[src/rtl/huffman_pack.sv]
// Huffman code packer: maps symbols to table-configured codes (1..W bits) and packs them
// MSB-first, gap-free, into W-bit words; flush pads the last partial word with PAD bits.
module huffman_pack #(
    parameter int W     = 8,
    parameter int DEPTH = 16,
    parameter bit PAD   = 1'b1
) (
    input  logic         clk,
    input  logic         rst,
    input  logic [W-1:0] d_in,
    input  logic         en_in,
    output logic         d_req,
    input  logic         flush,
    input  logic [W-1:0] d_conf,
    input  logic [W-1:0] h_conf,
    input  logic [W-1:0] w_conf,
    input  logic         en_conf,
    input  logic         new_conf,
    output logic [W-1:0] d_out,
    output logic         en_out,
    input  logic         ready_out,
    output logic         err,
    output logic         conf_full
);
    localparam int FW = $clog2(2 * W + 1);
    localparam int PW = $clog2(DEPTH + 1);
    localparam int AW = $clog2(DEPTH);

    localparam logic [FW-1:0] W_F     = FW'(W);
    localparam logic [FW-1:0] TWO_W   = FW'(2 * W);
    localparam logic [W-1:0]  W_MAX   = W'(W);
    localparam logic [PW-1:0] DEPTH_P = PW'(DEPTH);

    typedef enum logic [1:0] {EMPTY, RUN, FLUSH} state_t;

    state_t           state, state_n;
    logic [W-1:0]     tab_d [DEPTH];
    logic [W-1:0]     tab_h [DEPTH];
    logic [W-1:0]     tab_w [DEPTH];
    logic [DEPTH-1:0] tab_v;
    logic [PW-1:0]    wr_ptr;
    logic [AW-1:0]    wr_idx;
    logic [2*W-1:0]   acc, acc_n, code_ext;
    logic [FW-1:0]    fill, fill_n, hit_wf;
    logic [W-1:0]     hit_h, hit_w, word;
    logic             hit, accept, out_free, emit, conf_ok;

    assign wr_idx  = wr_ptr[AW-1:0];
    assign conf_ok = en_conf && !new_conf && (w_conf != '0) && (w_conf <= W_MAX)
                     && (wr_ptr < DEPTH_P);

    // NOTE: every always_comb output gets a default before any branch, so no path leaves
    // a signal unassigned and no latch is inferred.
    always_comb begin
        hit   = 1'b0;
        hit_h = '0;
        hit_w = '0;
        // Scan downward so the lowest matching index is the last one written.
        for (int i = DEPTH - 1; i >= 0; i--) begin
            if (tab_v[i] && (tab_d[i] == d_in)) begin
                hit   = 1'b1;
                hit_h = tab_h[i];
                hit_w = tab_w[i];
            end
        end
    end

    assign hit_wf   = FW'(hit_w);
    assign code_ext = {{W{1'b0}}, hit_h & ~({W{1'b1}} << hit_w)};

    // NOTE: combinational blocks use blocking '=' so later statements see earlier results
    // (emit first, then append on top of the post-emit accumulator); flops use '<='.
    always_comb begin
        accept   = en_in && d_req;
        out_free = !en_out || ready_out;
        emit     = 1'b0;
        word     = acc[2*W-1:W];
        acc_n    = acc;
        fill_n   = fill;
        state_n  = state;
        if (state == FLUSH) begin
            if (fill >= W_F) begin
                if (out_free) begin
                    emit   = 1'b1;
                    acc_n  = acc << W;
                    fill_n = fill - W_F;
                end
            end else if (fill == '0) begin
                state_n = RUN;
            end else if (out_free) begin
                emit    = 1'b1;
                word    = acc[2*W-1:W] | (PAD ? ({W{1'b1}} >> fill) : '0);
                acc_n   = '0;
                fill_n  = '0;
                state_n = RUN;
            end
        end else begin
            if ((fill >= W_F) && out_free) begin
                emit   = 1'b1;
                acc_n  = acc << W;
                fill_n = fill - W_F;
            end
            if (accept && hit) begin
                acc_n  = acc_n | (code_ext << (TWO_W - fill_n - hit_wf));
                fill_n = fill_n + hit_wf;
            end
            if ((state == RUN) && flush && (fill_n != '0)) state_n = FLUSH;
            if ((state == EMPTY) && conf_ok) state_n = RUN;
        end
    end

    // NOTE: table contents are not reset; only the valid bits are, which is all a lookup
    // depends on, so the storage can map to plain RAM-style flops.
    always_ff @(posedge clk) begin
        if (conf_ok) begin
            tab_d[wr_idx] <= d_conf;
            tab_h[wr_idx] <= h_conf;
            tab_w[wr_idx] <= w_conf;
        end
    end

    always_ff @(posedge clk) begin
        if (!rst || new_conf) begin
            tab_v     <= '0;
            wr_ptr    <= '0;
            conf_full <= 1'b0;
            acc       <= '0;
            fill      <= '0;
            state     <= EMPTY;
            d_out     <= '0;
            en_out    <= 1'b0;
            err       <= 1'b0;
            d_req     <= 1'b0;
        end else begin
            if (conf_ok) begin
                tab_v[wr_idx] <= 1'b1;
                wr_ptr        <= wr_ptr + 1'b1;
            end
            conf_full <= ((wr_ptr + PW'(conf_ok)) == DEPTH_P);
            acc       <= acc_n;
            fill      <= fill_n;
            state     <= state_n;
            d_req     <= (state_n == RUN) && (fill_n <= W_F);
            err       <= accept && !hit;
            if (emit) begin
                d_out  <= word;
                en_out <= 1'b1;
            end else if (ready_out) begin
                en_out <= 1'b0;
            end
        end
    end
endmodule

[config.mk]
export PLATFORM = sky130hd
export DESIGN_NAME = huffman_pack
export DESIGN_NICKNAME = d
export VERILOG_FILES = /design/src/rtl/huffman_pack.sv
export SDC_FILE = /design/constraint.sdc
export NUM_CORES = 1
export LEC_CHECK = 0
export CAP_MARGIN = 20
export CORE_ASPECT_RATIO = 0.9
export CORE_MARGIN = 1.5
export CORE_UTILIZATION = 60
export DETAILED_ROUTE_END_ITERATION = 6
export HOLD_SLACK_MARGIN = 0.02
export PLACE_DENSITY = 0.9
export SYNTH_ARGS = -nofsm -noshare
export SYNTH_HDL_FRONTEND = slang
export SYNTH_SLANG_ARGS = --single-unit
[constraint.sdc]
create_clock -name clk -period 7.8 [get_ports clk]
set_input_delay 1.56 -clock clk [delete_from_list [all_inputs] [get_ports clk]]
set_output_delay 1.56 -clock clk [all_outputs]
set_load 0.01 [all_outputs]
==> results of run 1 <==
==> where the power goes <==
group / total, mW / internal (mW) / switching, mW / leakage (nW)
clock: 1.88 / 1.00 / 0.880 / 0.592
combinational: 0.251 / 0.0908 / 0.160 / 2.69
sequential: 2.56 / 2.56 / 0.00328 / 3.90
total: 4.70 / 3.65 / 1.04 / 7.19
==> routing by layer <==
metal | vias to the layer above | track usage | wire, um
met5 | - | 0 | 0
met2 | 1090 | 0.503 | 24800
met4 | 0 | 0.122 | 1870
met3 | 168 | 0.0585 | 5950
li1 | 5870 | - | -
met1 | 6574 | 0.415 | 18600
==> metrics by stage <==
stage,hold WS (ns),cell area [um2],total power [mW],utilization
after global routing,0.478,21800,4.80,0.683
after floorplan,0.426,19400,2.75,-
after global placement,0.435,20500,2.85,0.644
after CTS,0.460,21800,4.69,0.683
final,0.463,21800,4.70,0.683
after detailed placement,0.449,20500,2.86,0.644
==> cells by family after synthesis <==
logic type                 after synthesis  share of synthesized area
DFF                                    440                      0.652
muxes                                   13                    0.00787
xor gates and xnor gates               142                     0.0641
buffers and inverters                  102                     0.0285
and+or+nand+nor                        488                      0.127
AOI/OAI and AO/OA                      292                      0.105
adders and majority gates               21                     0.0143
==> state kept, by name, summed over array words and instances, names as in the netlist, 2 cells and up <==
register and flops:
state 2, acc 16, fill 5, wr_ptr 5, tab_d 128, tab_v 16, d_out 8, tab_h 128
tab_w 128
==> worst max-delay path, delay by kind of cell <==
family,cells,cell delay (ns)
buf+inv,2,1.26
simple gates,4,1.15
compound gates,9,2.08
fa+ha+maj,2,0.72
xor+xnor,2,0.37
==> final cells by class <==
class	instances	area share
clock inverter	21	0.00678
timing repair buffer	118	0.0463
tap	416	0.0239
inverter	29	0.00500
clock buffer	55	0.0505
sequential	440	0.581
multi-input combinational	956	0.287
==> how the worst max path moves through the flow <==
stage,startpoint,to,depth (start not counted)
after floorplan,d_in[6],acc[8],23
after global placement,d_in[4],acc[8],21
after detailed placement,d_in[2],acc[8],21
after CTS,d_in[2],acc[8],21
after global routing,d_in[2],acc[8],21
final,d_in[4],d_req,19
==> placed cells by master (no fill, tap or decap), types with 19 or more instances in the layout <==
cell type        synthesis  layout
clkdlybuf4s50_1          0      50
dfxtp_1                 56      56
inv_1                   27      27
edfxtp_1               384     384
or3_1                   20      20
buf_4                    1      67
clkbuf_16                0      42
ha_1                    19      19
nand4_1                 25      25
a21oi_1                 61      61
nor3_1                  47      42
nor4_1                  21      21
o21ai_0                 47      47
nand3_1                 74      74
nand2_1                 92      92
a211oi_1                24      24
nor2_1                 134     122
xor2_1                  34      34
xnor2_1                108     108
==> results.py, run 1 <==
metrics = {
    "sta": {
        "timing.fmax_mhz": 149,
        "finalHoldViolCount": 0,
        "finalCritPeriodShare": 0.863,
        "rsz0062_at_grt": "false",
        "setup_viol": 0,
        "fin_setup_tns_ns": 0,
        "worst_slack_ns": 1.07,
        "fin_skew_ns": 0.0274,
        "worst_pin_slew_ns": 1.04,
        "max_slew_margin": 0.304,
        "drv_slew": 0,
        "fin_crit_ns": 6.73,
    },
    "worst_setup_path": {
        "startpoint_type": "input pin",
        "critPathMaxFanout": 14,
        "crit_type": "in2reg",
        "endpoint_kind": "flop",
        "max_stage_delay_ns": 0.97,
        "reg2reg_depth": 19,
        "reg2reg_from": "tab_d[6][3]",
        "crit_chain": "clkdlybuf4s50_1 > buf_4 > xnor2_1 > nand4_1 > or3_1 > o21a_1 > a21bo_2 > a211oi_1 > a2111o_1 > ha_1 > fa_1 > a21o_1 > a21oi_1 > nor3_1 > o21ai_0 > xor2_1 > o221a_2 > a21oi_1 > nor4_1",
        "crit_top_cell": "a21oi_1",
        "r2r_end": "acc[8]",
        "slowest_stage": "clkdlybuf4s50_1",
        "critical_path_arrival_ns": 7.17,
        "r2r_setup_slack_ns": 2.70,
        "worstPathRequired_ns": 8.24,
    },
    "cts": {
        "htreeDepth": 2,
        "insertion_delay_ns": 0.57,
        "post_cts_buffers": 0,
        "cts.path.max_buffers": 3,
        "cts_tree": "yes",
        "holdBufCountCts": 0,
        "numCtsBuffers": 42,
        "cts.clk_slew.worst_paths_ns": 0.06,
        "cts_resized": 0,
        "numClockSinks": 440,
        "root_buffer": "clkbuf_16",
    },
    "detailed_routing": {
        "vias": 13700,
        "drtAntennaViolNets": 0,
        "routed_wl_um": 51300,
        "avgViaCountPerCell": 6.73,
        "drc": 0,
        "drt_iter0_markers": 1828,
        "first_pass_iters": 6,
        "routedWlPerCell_um": 25.2,
    },
    "final_layout": {
        "diodes": 0,
        "fillCellCount": 2040,
        "register_area_um2": 12700,
        "multi_input_area_um2": 6240,
        "nNetsFinal": 1647,
        "drive_gt1_frac": 0.112,
        "fin_cells": 2035,
        "areaGrowthSynthToFinish_pct": 12.3,
    },
    "status": {
        "outcome": "finished, final reports clean",
    },
    "pwr": {
        "leakage_nw": 7.19,
        "ir_worst_vdd_mv": 0.205,
        "power_density_nw_per_um2": 216,
    },
    "yosys": {
        "ys_seq_area_frac": 0.652,
        "synth.top_cell.area_share": 0.595,
        "synthArstFlopShare": 0,
        "synth_warnings": 0,
        "synth-edff-count": 384,
        "syn_nets": 1558,
        "synthesis.area_um2": 19400,
        "synth_common_cells": "edfxtp_1, nor2_1, xnor2_1",
        "synth_cell_types": 90,
        "ys_ff_latch": 440,
        "syn_inst": 1498,
        "synthTopCellsByArea": "edfxtp_1, dfxtp_1, xnor2_1, nor2_1, nand3_1",
        "synth_flop_cell": "edfxtp_1",
        "syn_area_per_cell_um2": 12.9,
        "post-synth-top-count-cell": "edfxtp_1",
        "synth_top_area_cell": "edfxtp_1",
    },
    "die": {
        "fp-row-count": 62,
        "core_area_um2": 31900,
        "die_y_um": 174,
        "fp.dieArea_um2": 33400,
        "fp.dieW_um": 192,
        "io_pins": 51,
        "start_util": 0.608,
    },
    "grt": {
        "grt_max_degree": 45,
        "antenna_found_initial": 0,
        "grt_pass1_wl_um": 78200,
        "track_usage": 0.310,
        "grt_pass1_vias": 13500,
        "grt_overflow": 0,
    },
    "hold_path": {
        "hold_start": "acc[15]",
        "hold_path.class": "reg2reg",
        "min_delay_worst_endpoint": "d_out[7]",
        "hold-path-cell-count": 2,
    },
    "placement": {
        "port_buffers": 50,
        "post-place-ws_ns": 0.560,
        "dp_hpwl_um": 33900,
        "globalplace.congestion": 0.918,
        "dp_cells": 1959,
    },
    "flow_run": {
        "maxCapViolations": 0,
    },
}
No activity file was read; power rests on OpenSTA's default activity.
==> run 2, diff against run 1 <==
--- a/config.mk
+++ b/config.mk
@@ -5,11 +5,14 @@
 export SDC_FILE = /design/constraint.sdc
 export NUM_CORES = 1
 export LEC_CHECK = 0
+export ABC_CLOCK_PERIOD_IN_PS = 7800
 export CAP_MARGIN = 20
 export CORE_ASPECT_RATIO = 0.9
 export CORE_MARGIN = 1.5
 export CORE_UTILIZATION = 60
+export CTS_CLUSTER_SIZE = 28
 export DETAILED_ROUTE_END_ITERATION = 6
+export GPL_TIMING_DRIVEN = 0
 export HOLD_SLACK_MARGIN = 0.02
 export PLACE_DENSITY = 0.9
 export SYNTH_ARGS = -nofsm -noshare
==> results.py, run 2 (same netlist as run 1, synthesis figures left out) <==
metrics = {
    "placement": {
        "globalplace.congestion": 0.946,
        "dp_hpwl_um": 35400,
        "port_buffers": 42,
    },
    "die": {
        "die_y_um": 174,
        "fp.dieW_um": 192,
        "start_util": 0.608,
        "fp-row-count": 62,
        "core_area_um2": 31900,
        "io_pins": 51,
        "fp.dieArea_um2": 33400,
    },
    "pwr": {
        "comb_power_share": 0.052,
        "power_density_nw_per_um2": 216,
        "switching_power_mw": 1.05,
        "p_clk_frac": 0.409,
        "ir_worst_vdd_mv": 0.222,
        "p_int_mw": 3.71,
        "leakage_nw": 7.23,
        "swShare": 0.221,
        "sequentialPowerShare": 0.539,
    },
    "sta": {
        "finalHoldViolCount": 0,
        "drv_slew": 0,
        "hold_ws_ns": 0.459,
        "rsz0062_at_grt": "false",
        "worst_pin_slew_ns": 1.24,
        "fin_setup_tns_ns": 0,
        "finalCritPeriodShare": 0.869,
        "fin_skew_ns": 0.0315,
        "max_slew_margin": 0.168,
        "setup_viol": 0,
        "timing.fmax_mhz": 147,
        "fin_crit_ns": 6.78,
    },
    "detailed_routing": {
        "drtAntennaViolNets": 0,
        "avgViaCountPerCell": 6.77,
        "first_pass_iters": 7,
        "routed_wl_um": 52600,
        "drt_iter0_markers": 1875,
        "drc": 5,
        "vias": 13900,
        "routedWlPerCell_um": 25.6,
    },
    "cts": {
        "numCtsBuffers": 42,
        "cts_resized": 0,
        "root_buffer": "clkbuf_16",
        "numClockSinks": 440,
        "cts.path.max_buffers": 3,
        "insertion_delay_ns": 0.58,
        "holdBufCountCts": 0,
        "htreeDepth": 2,
        "post_cts_buffers": 0,
        "cts_tree": "yes",
        "cts.clk_slew.worst_paths_ns": 0.06,
    },
    "worst_setup_path": {
        "critPathMaxFanout": 10,
        "startpoint_type": "input pin",
        "reg2reg_from": "tab_d[9][5]",
        "worstPathRequired_ns": 8.29,
        "endpoint_kind": "flop",
        "r2r_setup_slack_ns": 1.91,
        "critical_path_arrival_ns": 7.28,
        "reg2reg_depth": 20,
        "crit_type": "in2reg",
        "r2r_end": "acc[8]",
    },
    "grt": {
        "grt_max_degree": 27,
        "grt_pass1_vias": 14000,
        "track_usage": 0.320,
        "grt_overflow": 0,
        "antenna_found_initial": 0,
        "grt_pass1_wl_um": 80200,
    },
    "final_layout": {
        "final_common_cell": "edfxtp_1",
        "areaGrowthSynthToFinish_pct": 13.7,
        "nNetsFinal": 1664,
        "diodes": 0,
        "mostFrequentLayoutCells": "edfxtp_1, nor2_1, xnor2_1",
        "drive_gt1_frac": 0.100,
        "reg.largest.list": "tab_d: 128 flops, tab_h: 128 flops, tab_w: 128 flops",
        "fillCellCount": 2018,
    },
    "hold_path": {
        "hold_path.class": "reg2reg",
        "hold-path-cell-count": 2,
        "min_delay_worst_endpoint": "acc[7]",
        "hold_start": "acc[7]",
    },
    "status": {
        "failed_checks": "design-rule violations",
        "outcome": "finished with violations",
    },
    "flow_run": {
        "maxCapViolations": 0,
    },
}
==> run 2: cell types whose count changed in the layout (fill, tap and decap cells not counted), sizes merged <==
cell / change
bufinv: +1
clkinv: -1
clkinvlp: +1
clkdlybuf4s50: -8
clkbuf: +40
buf: -14
==> run 2: routing by layer <==
| layer | routed length (um) | track usage | part of all wire | up-vias |
|---|---|---|---|---|
| met1 | 18700 | 0.415 | 0.36 | 6639 |
| met5 | 0 | 0 | 0 | - |
| met4 | 2450 | 0.148 | 0.047 | 0 |
| met2 | 25100 | 0.514 | 0.48 | 1131 |
| met3 | 6340 | 0.0739 | 0.12 | 217 |
| li1 | - | - | - | 5916 |
==> run 2: worst max path at each step <==
stage                     startpoint     endpoint  slack, ns
final                        d_in[5]       acc[8]       1.02
after global routing         d_in[1]       acc[8]       0.80
after CTS                    d_in[1]       acc[8]       1.23
after detailed placement     d_in[5]       acc[8]       0.69
after global placement     w_conf[1]  tab_h[2][6]       0.75
after floorplan              d_in[6]       acc[8]       1.80
==> run 2: per-stage QoR <==
| step | instances | setup WS, ns | utilization | power, mW | area (um2) |
|---|---|---|---|---|---|
| after floorplan | 1498 | 1.80 | - | 2.75 | 19400 |
| after global placement | 1956 | 0.745 | 0.638 | 2.85 | 20300 |
| after detailed placement | 1976 | 0.687 | 0.651 | 2.86 | 20700 |
| after CTS | 2054 | 1.23 | 0.692 | 4.76 | 22100 |
| after global routing | 2054 | 0.802 | 0.692 | 4.86 | 22100 |
| final | 2054 | 1.02 | 0.692 | 4.76 | 22100 |
==> run 2: layout make-up <==
cell class / count / area (um2) / share of cell area
multi-input combinational: 956 / 6240 / 0.283
tap: 416 / 520 / 0.0236
clock buffer: 56 / 1120 / 0.0510
clock inverter: 22 / 181 / 0.00823
inverter: 29 / 109 / 0.00494
buffer: 73 / 443 / 0.0201
timing repair buffer: 62 / 781 / 0.0354
sequential: 440 / 12700 / 0.574
==> run 2: power by group through the flow <==
stage / Combinational (mW) / Clock (mW) / Sequential, mW
after floorplan: 0.139 / 0 / 2.62
after global placement: 0.234 / 0 / 2.61
after detailed placement: 0.242 / 0 / 2.61
after CTS: 0.245 / 1.95 / 2.56
after global routing: 0.264 / 2.04 / 2.56
final: 0.250 / 1.95 / 2.56
==> run 2: worst max-delay path, stage by stage <==
cell	delay (ns)
buf_6	0.13
buf_6	0.17
xnor2_1	0.22
nand4_1	0.22
nor3_1	0.93
nor3_2	0.33
nand4_1	0.20
a211oi_1	0.11
a211oi_1	0.47
buf_2	0.32
inv_1	0.08
ha_1	0.35
ha_1	0.35
a21oi_1	0.20
xor2_1	0.21
xnor2_1	0.15
xnor2_1	0.15
and2_1	0.14
clkbuf_1	0.30
nand3_1	0.16
a2111o_1	0.38
o21ai_1	0.11
==> run 3, diff against run 2 <==
--- a/config.mk
+++ b/config.mk
@@ -18,3 +18,4 @@
 export SYNTH_ARGS = -nofsm -noshare
 export SYNTH_HDL_FRONTEND = slang
 export SYNTH_SLANG_ARGS = --single-unit
+export TNS_END_PERCENT = 1
==> results of run 3 <==
The final DEF is identical to that of run 2; final timing and power are the same.
